## src/rtl/title_pkg.sv

```systemverilog
// Shared types for the title-overlay pixel pipeline: FSM states, packed RGB
// pixel, the transparent palette index and a counter sizing helper.
package title_pkg;

  typedef enum logic [1:0] {
    SHOW = 2'd0,
    HIDE = 2'd1,
    FADE = 2'd2,
    OFF  = 2'd3
  } title_state_t;

  typedef struct packed {
    logic [7:0] r;
    logic [7:0] g;
    logic [7:0] b;
  } rgb_t;

  localparam int IDX_TRANSPARENT = 0;

  // Bits needed to hold any value 0..max(a,b) without wrapping.
  function automatic int cnt_width(input int a, input int b);
    int m;
    m = (a > b) ? a : b;
    return (m < 1) ? 1 : $clog2(m + 1);
  endfunction

endpackage

```

## src/rtl/title_pixel_pipe_if.sv

```systemverilog
// Pixel/ROM/colour-mapper bundle for title_pixel_pipe. The master side is the
// environment (locator, sprite ROM, frame timing); the slave side is the pipe.
interface title_pixel_pipe_if #(
  parameter int ADDR_W = 18,
  parameter int IDX_W  = 4
);
  logic              pix_valid;
  logic              is_obj;
  logic [ADDR_W-1:0] Obj_address;
  logic              Game_Start_On;
  logic              frame_tick;
  logic [ADDR_W-1:0] rom_addr;
  logic [IDX_W-1:0]  rom_data;
  logic              out_valid;
  logic              out_is_obj;
  logic [7:0]        out_r;
  logic [7:0]        out_g;
  logic [7:0]        out_b;

  modport master (
    output pix_valid, is_obj, Obj_address, Game_Start_On, frame_tick, rom_data,
    input  rom_addr, out_valid, out_is_obj, out_r, out_g, out_b
  );

  modport slave (
    input  pix_valid, is_obj, Obj_address, Game_Start_On, frame_tick, rom_data,
    output rom_addr, out_valid, out_is_obj, out_r, out_g, out_b
  );
endinterface

```

## src/rtl/title_palette.sv

```systemverilog
// 16-entry combinational palette for the title sprite. Entry 0 is the
// transparent index and is never displayed; it is kept black.
module title_palette
  import title_pkg::*;
#(
  parameter int IDX_W = 4
) (
  input  logic [IDX_W-1:0] idx_i,
  output rgb_t             rgb_o
);

  localparam rgb_t LUT [16] = '{
    '{8'h00, 8'h00, 8'h00},  // 0 transparent
    '{8'hFF, 8'hFF, 8'hFF},  // 1 white
    '{8'hFF, 8'h00, 8'h00},  // 2 red
    '{8'h00, 8'hFF, 8'h00},  // 3 green
    '{8'h00, 8'h00, 8'hFF},  // 4 blue
    '{8'hFF, 8'h80, 8'h00},  // 5 orange
    '{8'hFF, 8'hFF, 8'h00},  // 6 yellow
    '{8'h00, 8'hFF, 8'hFF},  // 7 cyan
    '{8'hFF, 8'h00, 8'hFF},  // 8 magenta
    '{8'h80, 8'h80, 8'h80},  // 9 grey
    '{8'hC0, 8'hC0, 8'hC0},  // A light grey
    '{8'h80, 8'h00, 8'h00},  // B maroon
    '{8'h00, 8'h80, 8'h00},  // C dark green
    '{8'h00, 8'h00, 8'h80},  // D navy
    '{8'h80, 8'h40, 8'h00},  // E brown
    '{8'h20, 8'h20, 8'h20}   // F near black
  };

  // Pure table lookup, no state.
  always_comb begin
    rgb_o = LUT[idx_i];
  end

endmodule

```

## src/rtl/title_pixel_pipe.sv

```systemverilog
// Title-overlay pixel pipeline: registers the locator's pixel into the sprite
// ROM address, carries it across the ROM read, then maps the palette index to
// RGB with press-start blink and post-start fade gating. 3-cycle latency.
// Build option: define TITLE_BLINK_EN to enable the SHOW/HIDE blink; without
// it the title is shown steadily while Game_Start_On is high.
module title_pixel_pipe
  import title_pkg::*;
#(
  parameter int ADDR_W       = 18,
  parameter int IDX_W        = 4,
  parameter int BLINK_FRAMES = 30,
  parameter int FADE_FRAMES  = 8,
  parameter int FADE_STEPS   = 4
) (
  input logic               Clk,
  input logic               Reset,
  title_pixel_pipe_if.slave bus
);

  localparam int CNT_W  = cnt_width(BLINK_FRAMES, FADE_FRAMES);
  localparam int STEP_W = cnt_width(FADE_STEPS, 1);

  // Logical right shift of one 8-bit channel; steps past 7 give black.
  function automatic logic [7:0] fade_ch(input logic [7:0] c, input logic [STEP_W-1:0] s);
    return c >> s;
  endfunction

  logic              vld_p0, obj_p0;
  logic              vld_p1, obj_p1;
  logic [ADDR_W-1:0] rom_addr_q;

  title_state_t      state_q, state_d;
  logic [CNT_W-1:0]  cnt_q, cnt_d, cnt_inc;
  logic [STEP_W-1:0] step_q, step_d, step_inc;

  rgb_t              pal_rgb;
  logic              hit_d, out_valid_q, out_is_obj_q;
  rgb_t              rgb_d, rgb_q;
  logic              visible;
  logic [STEP_W-1:0] shift;

  title_palette #(.IDX_W(IDX_W)) u_palette (
    .idx_i (bus.rom_data),
    .rgb_o (pal_rgb)
  );

  // ---- S0/S1: capture pixel, drive ROM address, carry across ROM read ----
  always_ff @(posedge Clk or negedge Reset) begin
    if (!Reset) begin
      vld_p0     <= 1'b0;
      obj_p0     <= 1'b0;
      vld_p1     <= 1'b0;
      obj_p1     <= 1'b0;
      rom_addr_q <= '0;
    end else begin
      vld_p0     <= bus.pix_valid;
      obj_p0     <= bus.is_obj;
      rom_addr_q <= bus.Obj_address;
      vld_p1     <= vld_p0;
      obj_p1     <= obj_p0;
    end
  end

  // Blink/fade FSM state, frame counter and fade step.
  always_ff @(posedge Clk or negedge Reset) begin
    if (!Reset) begin
      state_q <= SHOW;
      cnt_q   <= '0;
      step_q  <= '0;
    end else begin
      state_q <= state_d;
      cnt_q   <= cnt_d;
      step_q  <= step_d;
    end
  end

  // Next-state logic; leaving the title (Game_Start_On low) beats any frame_tick.
  always_comb begin
    state_d  = state_q;
    cnt_d    = cnt_q;
    step_d   = step_q;
    cnt_inc  = cnt_q + CNT_W'(1);
    step_inc = step_q + STEP_W'(1);
    case (state_q)
      SHOW, HIDE: begin
        if (!bus.Game_Start_On) begin
          state_d = FADE;
          step_d  = STEP_W'(1);
          cnt_d   = '0;
        end
`ifdef TITLE_BLINK_EN
        else if (bus.frame_tick) begin
          if (cnt_inc == CNT_W'(BLINK_FRAMES)) begin
            state_d = (state_q == SHOW) ? HIDE : SHOW;
            cnt_d   = '0;
          end else begin
            cnt_d = cnt_inc;
          end
        end
`else
        else begin
          state_d = SHOW;
          cnt_d   = '0;
        end
`endif
      end
      FADE: begin
        if (bus.Game_Start_On) begin
          state_d = SHOW;
          step_d  = '0;
          cnt_d   = '0;
        end else if (bus.frame_tick) begin
          if (cnt_inc == CNT_W'(FADE_FRAMES)) begin
            cnt_d = '0;
            if (step_q == STEP_W'(FADE_STEPS)) begin
              state_d = OFF;
              step_d  = '0;
            end else begin
              step_d = step_inc;
            end
          end else begin
            cnt_d = cnt_inc;
          end
        end
      end
      OFF: begin
        if (bus.Game_Start_On) begin
          state_d = SHOW;
          cnt_d   = '0;
          step_d  = '0;
        end
      end
      default: begin
        state_d = SHOW;
        cnt_d   = '0;
        step_d  = '0;
      end
    endcase
  end

  // S2 combinational: transparency and blink/fade gating of the palette colour.
  always_comb begin
    visible = (state_q == SHOW) || (state_q == FADE);
    shift   = (state_q == FADE) ? step_q : '0;
    hit_d   = vld_p1 && obj_p1 && visible &&
              (bus.rom_data != IDX_W'(IDX_TRANSPARENT));
    rgb_d   = '0;
    if (hit_d) begin
      rgb_d.r = fade_ch(pal_rgb.r, shift);
      rgb_d.g = fade_ch(pal_rgb.g, shift);
      rgb_d.b = fade_ch(pal_rgb.b, shift);
    end
  end

  // ---- S2: registered outputs to the colour mapper ----
  always_ff @(posedge Clk or negedge Reset) begin
    if (!Reset) begin
      out_valid_q  <= 1'b0;
      out_is_obj_q <= 1'b0;
      rgb_q        <= '0;
    end else begin
      out_valid_q  <= vld_p1;
      out_is_obj_q <= hit_d;
      rgb_q        <= rgb_d;
    end
  end

  assign bus.rom_addr   = rom_addr_q;
  assign bus.out_valid  = out_valid_q;
  assign bus.out_is_obj = out_is_obj_q;
  assign bus.out_r      = rgb_q.r;
  assign bus.out_g      = rgb_q.g;
  assign bus.out_b      = rgb_q.b;

endmodule

```

## src/flat_wrapper.sv

```systemverilog
// flat-port wrapper written by rule: the top's interface ports become plain ports
module title_pixel_pipe_flat import title_pkg::*;
#(
  parameter int ADDR_W       = 18,
  parameter int IDX_W        = 4,
  parameter int BLINK_FRAMES = 30,
  parameter int FADE_FRAMES  = 8,
  parameter int FADE_STEPS   = 4
)
  (Clk, Reset, bus_pix_valid, bus_is_obj, bus_Obj_address, bus_Game_Start_On, bus_frame_tick, bus_rom_data, bus_rom_addr, bus_out_valid, bus_out_is_obj, bus_out_r, bus_out_g, bus_out_b);
  title_pixel_pipe_if #(.ADDR_W(ADDR_W), .IDX_W(IDX_W)) bus_i ();
  input logic Clk;
  input logic Reset;
  input wire logic [$bits(bus_i.pix_valid)-1:0] bus_pix_valid;
  input wire logic [$bits(bus_i.is_obj)-1:0] bus_is_obj;
  input wire logic [$bits(bus_i.Obj_address)-1:0] bus_Obj_address;
  input wire logic [$bits(bus_i.Game_Start_On)-1:0] bus_Game_Start_On;
  input wire logic [$bits(bus_i.frame_tick)-1:0] bus_frame_tick;
  input wire logic [$bits(bus_i.rom_data)-1:0] bus_rom_data;
  output wire logic [$bits(bus_i.rom_addr)-1:0] bus_rom_addr;
  output wire logic [$bits(bus_i.out_valid)-1:0] bus_out_valid;
  output wire logic [$bits(bus_i.out_is_obj)-1:0] bus_out_is_obj;
  output wire logic [$bits(bus_i.out_r)-1:0] bus_out_r;
  output wire logic [$bits(bus_i.out_g)-1:0] bus_out_g;
  output wire logic [$bits(bus_i.out_b)-1:0] bus_out_b;
  assign bus_i.pix_valid = bus_pix_valid;
  assign bus_i.is_obj = bus_is_obj;
  assign bus_i.Obj_address = bus_Obj_address;
  assign bus_i.Game_Start_On = bus_Game_Start_On;
  assign bus_i.frame_tick = bus_frame_tick;
  assign bus_i.rom_data = bus_rom_data;
  assign bus_rom_addr = bus_i.rom_addr;
  assign bus_out_valid = bus_i.out_valid;
  assign bus_out_is_obj = bus_i.out_is_obj;
  assign bus_out_r = bus_i.out_r;
  assign bus_out_g = bus_i.out_g;
  assign bus_out_b = bus_i.out_b;
  title_pixel_pipe #(.ADDR_W(ADDR_W), .IDX_W(IDX_W), .BLINK_FRAMES(BLINK_FRAMES), .FADE_FRAMES(FADE_FRAMES), .FADE_STEPS(FADE_STEPS)) u_core (.Clk(Clk), .Reset(Reset), .bus(bus_i));
endmodule
```

## config.mk

```make
export PLATFORM = sky130hd
export DESIGN_NAME = title_pixel_pipe_flat
export DESIGN_NICKNAME = d
export VERILOG_FILES = /design/src/rtl/title_pkg.sv /design/src/rtl/title_pixel_pipe_if.sv /design/src/rtl/title_palette.sv /design/src/rtl/title_pixel_pipe.sv /design/src/flat_wrapper.sv
export SDC_FILE = /design/constraint.sdc
export NUM_CORES = 1
export LEC_CHECK = 0
export BUFFER_PORTS_ARGS = -buffer_cell sky130_fd_sc_hd__buf_2
export CAP_MARGIN = 40
export CORE_MARGIN = 2
export CORE_UTILIZATION = 43
export CTS_BUF_LIST = sky130_fd_sc_hd__clkbuf_4
export CTS_CLUSTER_DIAMETER = 200
export DETAILED_ROUTE_END_ITERATION = 16
export PLACE_DENSITY = 0.78
export REMOVE_ABC_BUFFERS = 1
export SYNTH_ARGS = -nofsm -noshare
export SYNTH_HDL_FRONTEND = slang
export SYNTH_HIERARCHICAL = 1
export SYNTH_SLANG_ARGS = --single-unit
export TNS_END_PERCENT = 30
```

## constraint.sdc

```tcl
create_clock -name Clk -period 1.6 [get_ports Clk]
set_input_delay 0.32 -clock Clk [delete_from_list [all_inputs] [get_ports Clk]]
set_output_delay 0.32 -clock Clk [all_outputs]
set_load 0.02 [all_outputs]
```

; ---- After elaboration in Yosys (flattened, before gate mapping)
; Memories as Yosys holds them, arrays and structs flattened.
; Cells that the tools add are included.
[totals]
regBits = 58
inputBits = 28
romBits = 384
output_inout_bits = 44
mem_count = 1
[mem_list]
columns = memory, depth, word_bits, rd, rd_ports_with_merged_regs, wr, line_no
row1 = (name not given), 16, 24, 1, 0, 0, title_palette.sv:33  ; rgb_o = LUT[idx_i];
[classes]
shift = 3
n_bitwise = 1
mux = 23
n_addsub = 2
order_cmp = 1
n_eq_ne = 10
reduce_logical = 10
[ops]
columns = operator, n
row1 = $mux W24, 3
row2 = $shr A8 B3 Y8, 3
row3 = $mux W3, 7
row4 = $mux W5, 4
row5 = $pmux W5 S3, 1
row6 = $mux W2, 6
row7 = $pmux W3 S3, 1
row8 = $reduce_and A4 Y1, 2
row9 = $ne A3 B2 Y1 const B, 2
row10 = $pmux W2 S3, 1
row11 = $add A5 B1 Y5 const B, 1
row12 = $eq A5 B4 Y1 const B, 1
row13 = $ge A5 B5 Y1 const B, 1
row14 = $not A4 Y5, 1
row15 = $eq A2 B2 Y1 const B, 2
row16 = $ne A2 B2 Y1 const B, 2
row17 = $reduce_bool A4 Y1, 1
row18 = $add A3 B1 Y3 const B, 1
row19 = $eq A3 B3 Y1 const B, 1
row20 = $logic_and A1 B1 Y1, 3
row21 = $ne A3 B3 Y1 const B, 1
row22 = $eq A2 B1 Y1 const B, 1
row23 = $logic_not A2 Y1, 1
row24 = $reduce_and A2 Y1, 1
row25 = other kinds (2), 2

; ---- Depth between registers and ports, before layout
; Gate-level depths: netlist (run 1).
[depth]
word_depth = 6
ltp_mapped = 10
depth_no_buf = 9

; ---- By module
; The synthesis (run 1) kept the hierarchy.
[modules_own_cells]
columns = module, area_each_um2, instances, cells_each, seq_area_each_um2
row1 = title_pixel_pipe, 2607.5, 1, 212, 1451.4
row2 = title_palette, 390.4, 1, 52, 0.0

; ---- Worst setup path before layout (run 1)
; Ideal clock, no wire load.
[synth_timing]
path_type = input-to-reg
start = in bus_rom_data[0]
end = reg u_core.rgb_q (netlist bit u_core/bus.out_b[3])
stages = 8
slack_ns = -0.307
setup_ns = 0.122
t_arrival_ns = 1.785
cell_sequence = inv_1 -> ha_1 -> nor2_2 -> nand2_2 -> o21ai_1 -> buf_4 -> mux4_2 -> a32o_1
[synth_rtl]
columns = element, line_no
row1 = from (decl), flat_wrapper.sv:19  ; input wire logic [$bits(bus_i.rom_data)-1:0] bus_rom_data;
row2 = to (signal assigned), title_pixel_pipe.sv:164  ; rgb_q <= rgb_d;
row3 = to (decl), title_pixel_pipe.sv:38  ; rgb_t rgb_d, rgb_q;

==> results of run 1 <==
-- critical path: cells and delay by family (launching register included) --
kind            cells  cell delay (ns)
compound gates      3             0.37
buf+inv             2             0.30
flops               1             0.45
simple gates        2             0.41
-- layer usage --
metal  share of wire [%]  global-route usage, %  up-vias  wire, um
met5                   0                      0        -         0
met4                 2.7                   8.39        0       204
met3                 5.3                   4.08       18       406
met2                  53                   35.1      103      4030
met1                  40                   23.5     1241      3040
li1                    -                      -     1228         -
-- what timing repair did --
item / 4_1_cts / 5_1_grt
cloned: 0 / 2
resized for setup: 18 / 36
setup endpoints to repair: 17 / 29
buffers inserted: 1 / 2
endpoints found under the hold margin: 34 / 0
hold buffers: 20 / 0
pin swaps: 4 / 6
-- through the flow --
stage                     cells  instance area (um2)  setup TNS (ns)  hold WS, ns  utilization, %
after floorplan             240                 2840           -4.90       0.0244               -
after global placement      446                 3750           -6.58        0.282            55.6
after detailed placement    446                 3750           -7.61        0.283            55.6
after CTS                   483                 4190          -0.113     0.000160            61.9
after global routing        487                 4340          -0.889       0.0102            64.2
final                       487                 4340          -0.130       0.0297            64.2
-- flip-flops by register name, indices dropped and copies added, names as in the netlist --
signal                 count
u_core/bus.out_valid       1
u_core/bus.out_g           8
u_core/bus.out_is_obj      1
u_core/bus.out_r           8
u_core/state_q             2
u_core/vld_p1              1
u_core/bus.out_b           8
u_core/bus.rom_addr       18
u_core/cnt_q               5
u_core/vld_p0              1
u_core/obj_p0              1
u_core/step_q              3
u_core/obj_p1              1
-- Yosys cell counts, types with 2 or more instances --
| master | count | area, um2 |
|---|---|---|
| a211oi_1 | 5 | 37.5 |
| a21oi_1 | 14 | 70.1 |
| a22o_1 | 7 | 61.3 |
| a32o_1 | 4 | 40.0 |
| and2_1 | 6 | 37.5 |
| and3_1 | 7 | 43.8 |
| buf_2 | 6 | 30.0 |
| buf_4 | 13 | 97.6 |
| buf_6 | 2 | 22.5 |
| clkbuf_1 | 2 | 7.51 |
| dfrtp_1 | 58 | 1450 |
| ha_1 | 8 | 100 |
| inv_1 | 11 | 41.3 |
| mux2_2 | 3 | 33.8 |
| mux2i_1 | 9 | 90.1 |
| mux4_2 | 8 | 180 |
| nand2_1 | 14 | 52.6 |
| nand2_2 | 2 | 12.5 |
| nand3_1 | 6 | 30.0 |
| nand4_1 | 2 | 12.5 |
| nor2_1 | 17 | 63.8 |
| nor2_2 | 2 | 12.5 |
| nor2b_1 | 4 | 25.0 |
| nor3_1 | 2 | 10.0 |
| o211ai_1 | 2 | 15.0 |
| o21ai_0 | 12 | 60.1 |
| o21ai_1 | 2 | 10.0 |
| o22ai_1 | 6 | 37.5 |
| o311ai_4 | 2 | 52.6 |
| or2b_1 | 2 | 15.0 |
| xor2_1 | 2 | 17.5 |
-- power by group --
part / switching [mW] / total, mW / internal, mW
sequential: 0.0230 / 1.55 / 1.53
combinational: 0.428 / 0.816 / 0.388
clock: 0.584 / 1.21 / 0.630
-- logic make-up (layout without fill, tap and decap cells) --
| logic type | Yosys count | after routing | share of synthesized area, % |
|---|---|---|---|
| AO/OA/AOI/OAI | 65 | 65 | 16.3 |
| flip-flops | 58 | 58 | 48.4 |
| buffers and inverters | 36 | 179 | 6.89 |
| AND/OR/NAND/NOR | 73 | 73 | 13.0 |
| multiplexers | 22 | 22 | 11.5 |
| XOR/XNOR | 2 | 2 | 0.584 |
| adder cells (fa/ha/maj) | 8 | 8 | 3.34 |
-- cell usage in the layout (no fill, tap or decap), types with 6 or more instances in the layout --
cell,n
nand2_1,10
and2_1,6
dfrtp_1,57
mux4_2,9
a22o_1,7
inv_1,10
nand3_1,6
o21ai_0,7
a21oi_1,10
ha_1,6
nor2_1,15
dlygate4sd3_1,20
buf_4,52
clkbuf_4,9
buf_2,72
-- final cells by class --
cell class | instances | share of cell area (%)
clock buffers | 9 | 1.56
multi-input cells | 170 | 34.9
repair buffers | 151 | 24.6
clock inverters | 7 | 2.14
well taps | 80 | 2.31
flip-flops and latches | 58 | 33.5
inverters | 12 | 1.04
-- path summary, 6_finish.rpt --
path | to | slack [ns] | cells past startpoint
hold reg to reg | u_core/vld_p1 | 0.36 | 0
min in group asynchronous | u_core/cnt_q[3] | 0.36 | 2
setup / recovery | u_core/bus.out_b[2] | -0.05 | 7
max in group asynchronous | u_core/bus.out_b[1] | 0.67 | 3
hold / removal | u_core/bus.rom_addr[9] | 0.03 | 1
setup reg to reg | u_core/bus.out_b[2] | -0.05 | 7
==> run_results.csv, run 1 <==
group,metric,value,unit
outcome,status,"complete, but fails checks",
outcome,violations,"setup timing",
final_layout,fillers,526,
cts,cts_buffers,9,
hold_path,min_path_type,"primary input to flip-flop",
critical_path,cp-end-kind,"flip-flop",
synth,postSynth.asyncResetShare,100,%
critical_path,r2r_start,"u_core/state_q[0]",
synth,synth_ff_type,"dfrtp_1",
critical_path,critPathKind,"flip-flop to flip-flop",
synth,synth_area,3000,um2
detailed_routing,vias_per_cell,5.32,
floorplanning,die_y,87.5,um
floorplanning,core_area,6760,um2
flow_run,maxCapViolCount,0,
synth,ys_types,55,
cts,clk_pin_slew,0.10,ns
floorplanning,die-area,7660,um2
synth,synth_edf_count,0,
timing,slew_headroom,66.8,%
global_routing,grt_max_degree,44,
floorplanning,num_io_pins,72,
synth,yosysSeqAreaShare,48.4,%
detailed_routing,drtIter0Drc,244,
timing,worst_pin_slew,0.498,ns
power,power.leakage,2.18,nW
synth,synth_seq_cells,58,
placed_design,place.gp.congestion,0.907,
cts,h-tree-depth,3,
timing,timing.final.ws_setup,-0.0508,ns
global_routing,grt_pass1_wl,11.7,mm
final_layout,nets,438,
timing,fin_crit_sh,103,%
timing,clock_skew,0.0151,ns
hold_path,min_from,"bus_Obj_address[9]",
final_layout,diodes,0,
detailed_routing,drt_wl_total,7.68,mm
timing,setup_viol,4,
timing,hold_violations,0,
critical_path,crit_slowest_cell,"dfrtp_1",
global_routing,grt_pass1_vias,2483,
placed_design,preCtsSetupSlack,-0.466,ns
critical_path,critPathLaunch,"u_core/state_q[0]",
cts,cts_tree,"built",
critical_path,critical-path-max-stage-delay,0.45,ns
critical_path,cp-start-kind,"flip-flop",
timing,rsz0062_at_grt,"yes",
power,ir_drop,612,uV
detailed_routing,avgRoutedWirePerCell,15.8,um
final_layout,multiInputGateArea,1510,um2
detailed_routing,antenna_left,0,
cts,clock_path_buffers,2,
final_layout,syn_to_final_growth,44.7,%
synth,yosysWarningCount,6,
power,p_per_area,826,nW/um2
floorplanning,rows,30,
critical_path,cp_cell_sequence,"buf_6 -> or2b_4 -> buf_4 -> nor2_1 -> a21oi_1 -> o21ai_1 -> o22ai_1",
final_layout,seq_area,1450,um2
critical_path,worstPathMaxFanout,3,
cts,insertion_delay,0.41,ns
global_routing,grt_usage,19.9,%
global_routing,antenna_found_initial,0,
floorplanning,initial_core_util,44.4,%
critical_path,crit_arrival,1.93,ns
floorplanning,die_x,87.5,um
timing,fin_crit,1.65,ns
placed_design,io_buffer_count,71,
timing,fmax,0.606,GHz
detailed_routing,vias,2590,
timing,maxSlewViolCount,0,
cts,clock-sinks,58,
detailed_routing,remaining_drc_errors,0,
synth,synthCells,264,
cts,clockRootBuffer,"clkbuf_4",
final_layout,layout-drive-gt1-share,49.6,%
synth,syn_area_per_cell,11.4,um2
placed_design,dp_hpwl,4.87,mm
detailed_routing,drtPass1Iterations,4,
global_routing,overflow,0,
critical_path,required,1.88,ns
power,totalPowerFinal,3.58,mW
Note: power is estimated with default switching activity, not from simulation.
==> run 2: changes to the inputs <==
--- a/config.mk
+++ b/config.mk
@@ -14,6 +14,7 @@
 export DETAILED_ROUTE_END_ITERATION = 16
 export PLACE_DENSITY = 0.78
 export REMOVE_ABC_BUFFERS = 1
+export SETUP_SLACK_MARGIN = 0.3
 export SYNTH_ARGS = -nofsm -noshare
 export SYNTH_HDL_FRONTEND = slang
 export SYNTH_HIERARCHICAL = 1
==> run 2 against run 1 <==
Effect of this change:
- the flow still finishes with violations (setup timing)
- sequential share of layout area down 1.5 points
- wire length is 0.69% higher
- total power rose by 1.5%
- worst setup slack better by 0.0095 ns
==> run_results.csv, run 2 (synthesized netlist as in run 1, its figures left out) <==
group,metric,value,unit
placed_design,preCtsSetupSlack,-0.466,ns
final_layout,nets,442,
detailed_routing,drtPass1Iterations,4,
critical_path,required,1.91,ns
floorplanning,num_io_pins,72,
cts,h-tree-depth,3,
timing,fmax,0.609,GHz
timing,hold_violations,0,
timing,fin_crit_sh,103,%
floorplanning,core_area,6760,um2
placed_design,place.gp.congestion,0.907,
final_layout,layout-drive-gt1-share,50.9,%
cts,cts_buffers,9,
detailed_routing,remaining_drc_errors,0,
cts,clockRootBuffer,"clkbuf_4",
cts,clock-sinks,58,
critical_path,crit_arrival,1.95,ns
global_routing,grt_pass1_wl,12.1,mm
timing,clock_skew,0.0170,ns
critical_path,cp-start-kind,"flip-flop",
critical_path,critPathKind,"flip-flop to flip-flop",
timing,setup_viol,9,
critical_path,worstPathMaxFanout,7,
timing,rsz0062_at_grt,"yes",
final_layout,diodes,0,
power,ir_drop,631,uV
detailed_routing,drtIter0Drc,182,
timing,finalSetupTns,-0.171,ns
global_routing,grt_max_degree,44,
final_layout,final_cell_mix,"56 x dfrtp_1, 54 x buf_2, 52 x buf_4, 25 x buf_6, 20 x dlygate4sd3_1",
floorplanning,rows,30,
placed_design,dp_hpwl,4.87,mm
timing,fin_crit,1.64,ns
placed_design,io_buffer_count,71,
detailed_routing,drt_wl_total,7.73,mm
timing,timing.final.ws_setup,-0.0413,ns
power,p_per_area,801,nW/um2
outcome,violations,"setup timing",
final_layout,largest_reg_flops,18,
global_routing,grt_usage,20.8,%
timing,worst_pin_slew,0.465,ns
floorplanning,die_y,87.5,um
floorplanning,die-area,7660,um2
final_layout,final_common_cell,"dfrtp_1",
global_routing,overflow,0,
cts,clock_path_buffers,2,
detailed_routing,vias_per_cell,5.30,
detailed_routing,antenna_left,0,
outcome,status,"complete, but fails checks",
global_routing,grt_pass1_vias,2576,
cts,clk_pin_slew,0.10,ns
final_layout,utilization,67.2,%
cts,insertion_delay,0.43,ns
power,power.leakage,2.23,nW
floorplanning,initial_core_util,44.4,%
detailed_routing,vias,2600,
global_routing,antenna_found_initial,0,
cts,cts_tree,"built",
floorplanning,die_x,87.5,um
hold_path,min_path_type,"primary input to flip-flop",
timing,maxSlewViolCount,0,
flow_run,maxCapViolCount,0,
timing,slew_headroom,68.9,%
critical_path,cp-end-kind,"flip-flop",
final_layout,syn_to_final_growth,51.5,%
power,totalPowerFinal,3.64,mW
detailed_routing,avgRoutedWirePerCell,15.7,um
## run 2: changes by cell type in the layout (fill, tap and decap cells not counted), sizes merged
cell | before | now
buf | 131 | 135
## run 2: metal layers
layer / global-route usage, % / up-vias / share of wire (%)
met2: 36.6 / 95 / 53
met5: 0 / - / 0
met4: 10.1 / 0 / 2.4
met3: 4.45 / 20 / 5.8
li1: - / 1241 / -
met1: 23.7 / 1244 / 39
## run 2: timing repair
| item | in CTS | in global routing |
|---|---|---|
| hold buffers | 20 | 0 |
| buffers inserted | 5 | 2 |
| endpoints found under the hold margin | 34 | 0 |
| pin swaps | 16 | 8 |
| cloned | 1 | 1 |
| resized for setup | 45 | 58 |
| setup endpoints to repair | 34 | 50 |
## run 2: path summary, 6_finish.rpt
kind	depth (start not counted)	slack, ns	to	startpoint
worst max-delay path	6	-0.04	u_core/bus.out_r[2]	u_core/state_q[0]
worst min-delay path	1	0.01	u_core/bus.rom_addr[9]	bus_Obj_address[9]
worst max register to register	6	-0.04	u_core/bus.out_r[2]	u_core/state_q[0]
worst min register to register	0	0.37	u_core/vld_p1	u_core/vld_p0
max in group asynchronous	3	0.69	u_core/bus.out_b[1]	Reset
min in group asynchronous	2	0.34	u_core/cnt_q[3]	Reset
## run 2: layout make-up
cell class                 count  area, um2
fill                         484       2210
multi-input combinational    170       1560
sequential                    58       1450
timing repair buffer         155       1220
tap                           80        100
clock inverter                 7       92.6
clock buffer                   9       67.6
inverter                      12       45.0
## run 2: power breakdown
part / internal [mW] / switching [mW] / total [mW]
Clock: 0.630 / 0.587 / 1.22
Sequential: 1.53 / 0.0314 / 1.56
Combinational: 0.431 / 0.427 / 0.858
Total: 2.59 / 1.05 / 3.64
## run 2: worst max-delay path, cell delays in order (launching register included)
cell and delay [ns]:
dfrtp_1 0.45, buf_6 0.15, or2b_4 0.26, nor2_4 0.16, buf_6 0.16, mux2i_4 0.25
o22ai_1 0.10
## run 2: through the flow
step / instance area, um2 / hold WS, ns / std cells
global placement: 3750 / 0.282 / 446
finish: 4540 / 0.0122 / 491
floorplan: 2840 / 0.0244 / 240
global route: 4540 / 0.0107 / 491
CTS: 4330 / 0.000160 / 488
detailed placement: 3750 / 0.283 / 446
==> run 3: changes to the inputs <==
--- a/config.mk
+++ b/config.mk
@@ -12,7 +12,7 @@
 export CTS_BUF_LIST = sky130_fd_sc_hd__clkbuf_4
 export CTS_CLUSTER_DIAMETER = 200
 export DETAILED_ROUTE_END_ITERATION = 16
-export PLACE_DENSITY = 0.78
+export PLACE_DENSITY = 0.81
 export REMOVE_ABC_BUFFERS = 1
 export SETUP_SLACK_MARGIN = 0.3
 export SYNTH_ARGS = -nofsm -noshare
==> run 3 against run 2 <==
Effect of this change:
- the flow still finishes with violations (setup timing)
- global-route usage up 1.5 points
- fmax is 3.8% lower
- critical path type unchanged
- via count up 7.1%
- largest power group unchanged
- first-iteration DRC count fell by 3.3%
- worst setup slack got worse by 0.065 ns
==> run_results.csv, run 3 (synthesized netlist as in run 1, its figures left out) <==
group,metric,value,unit
outcome,status,"complete, but fails checks",
outcome,violations,"setup timing",
global_routing,grt_pass1_vias,2649,
floorplanning,die-area,7660,um2
final_layout,nets,449,
detailed_routing,remaining_drc_errors,0,
placed_design,place.gp.congestion,0.933,
cts,cts_buffers,9,
floorplanning,initial_core_util,44.4,%
global_routing,grt_usage,22.3,%
cts,clk_pin_slew,0.10,ns
detailed_routing,drtIter0Drc,176,
cts,clockRootBuffer,"clkbuf_4",
placed_design,dp.cells,444,
flow_run,maxCapViolCount,0,
timing,slew_headroom,61.3,%
timing,worst_pin_slew,0.575,ns
timing,fmax,0.586,GHz
cts,clock-sinks,58,
floorplanning,die_x,87.5,um
detailed_routing,avgRoutedWirePerCell,17.7,um
global_routing,grt_max_degree,59,
placed_design,io_buffer_count,71,
critical_path,cp-start-kind,"flip-flop",
timing,fin_crit,1.71,ns
detailed_routing,vias_per_cell,5.58,
critical_path,critPathKind,"flip-flop to flip-flop",
global_routing,antenna_found_initial,0,
critical_path,worstPathMaxFanout,6,
critical_path,crit_arrival,2.05,ns
final_layout,design_area,4630,um2
placed_design,dp_hpwl,4.97,mm
cts,clock_path_buffers,2,
power,ir_drop,437,uV
timing,maxSlewViolCount,0,
power,p_per_area,728,nW/um2
cts,cts_tree,"built",
detailed_routing,drt_wl_total,8.84,mm
cts,insertion_delay,0.41,ns
final_layout,largest_reg_flops,18,
final_layout,layout-drive-gt1-share,53.8,%
critical_path,worst-r2r-setup-slack,-0.11,ns
critical_path,required,1.94,ns
final_layout,final_cells,499,
critical_path,cp_cell_sequence,"inv_1 -> ha_1 -> a2111oi_2 -> o211ai_1 -> nand3_1",
critical_path,cp_top_family,"compound AO/OA/AOI/OAI gates",
timing,clock_skew,0.00821,ns
critical_path,critPathBufInv,1,
detailed_routing,antenna_left,0,
final_layout,final_common_cell,"buf_4",
global_routing,overflow,0,
detailed_routing,vias,2785,
timing,timing.final.ws_setup,-0.106,ns
floorplanning,core_area,6760,um2
global_routing,grt_pass1_wl,12.9,mm
cts,h-tree-depth,3,
floorplanning,die_y,87.5,um
hold_path,min_path_type,"primary input to flip-flop",
critical_path,critical-path-max-stage-delay,0.48,ns
critical_path,crit_slowest_cell,"a2111oi_2",
timing,setup_viol,18,
timing,hold_violations,0,
final_layout,syn_to_final_growth,54.5,%
detailed_routing,drtPass1Iterations,5,
floorplanning,rows,30,
critical_path,cp-end-kind,"flip-flop",
power,power.leakage,2.26,nW
timing,rsz0062_at_grt,"yes",
timing,fin_crit_sh,107,%
placed_design,placed_area,3730,um2
floorplanning,num_io_pins,72,
final_layout,final_cell_mix,"58 x buf_4, 53 x dfrtp_1, 44 x buf_2, 33 x buf_6, 21 x dlygate4sd3_1",
run 3: final cells by class:
type                    instances  area, um2
clock inverters                 7       46.3
repair buffers                160       1320
clock buffers                   9       67.6
diodes                          1       2.50
flip-flops and latches         58       1460
inverters                      12       45.0
multi-input cells             172       1600
well taps                      80        100
fillers                       440       2120
run 3: power by group:
part           internal (mW)  total, mW  switching, mW  leakage, nW
Sequential              1.53       1.57         0.0364        0.735
Combinational          0.445      0.896          0.452         1.47
Clock                  0.312      0.907          0.595       0.0593
Total                   2.29       3.37           1.08         2.26
run 3: repair_timing:
| action | CTS | global route |
|---|---|---|
| pin swaps | 15 | 17 |
| buffers inserted | 8 | 6 |
| hold buffers | 21 | 0 |
| gates cloned | 2 | 1 |
| setup endpoints to repair | 35 | 59 |
| resized for setup | 43 | 88 |
| endpoints found under the hold margin | 78 | 0 |
run 3: worst reg2reg max path: stages, from the launching register on:
cell and delay (ns):
dfrtp_2 0.47, inv_1 0.11, ha_1 0.27, a2111oi_2 0.48
o211ai_1 0.18, nand3_1 0.13
run 3: worst paths after layout:
| kind | depth (start not counted) | end | startpoint |
|---|---|---|---|
| max | 5 | u_core/step_q[0] | u_core/step_q[0] |
| min | 3 | u_core/state_q[0] | bus_Game_Start_On |
| max reg2reg | 5 | u_core/step_q[0] | u_core/step_q[0] |
| min reg2reg | 0 | u_core/obj_p1 | u_core/obj_p0 |
| max in group asynchronous | 3 | u_core/bus.out_b[5] | Reset |
| min in group asynchronous | 3 | u_core/cnt_q[1] | Reset |
run 3: through the flow:
stage | utilization [%] | worst slack [ns] | hold slack, ns | TNS, ns | power, mW
3_3_place_gp | 55.2 | -0.449 | 0.335 | -8.16 | 2.23
2_1_floorplan | - | -0.346 | 0.0244 | -4.90 | 1.93
6_report | 68.6 | -0.106 | 0.208 | -0.661 | 3.37
3_5_place_dp | 55.2 | -0.553 | 0.343 | -9.97 | 2.25
4_1_cts | 63.2 | -0.0293 | 0.189 | -0.212 | 3.24
5_1_grt | 68.5 | -0.131 | 0.209 | -1.38 | 3.53
run 3: routing by layer:
layer	track usage [%]	vias to the layer above	share of wire, %
li1	-	1255	-
met1	26.3	1356	38
met2	36.8	138	53
met3	5.88	36	5.7
met4	12.2	0	3.5
met5	0	-	0
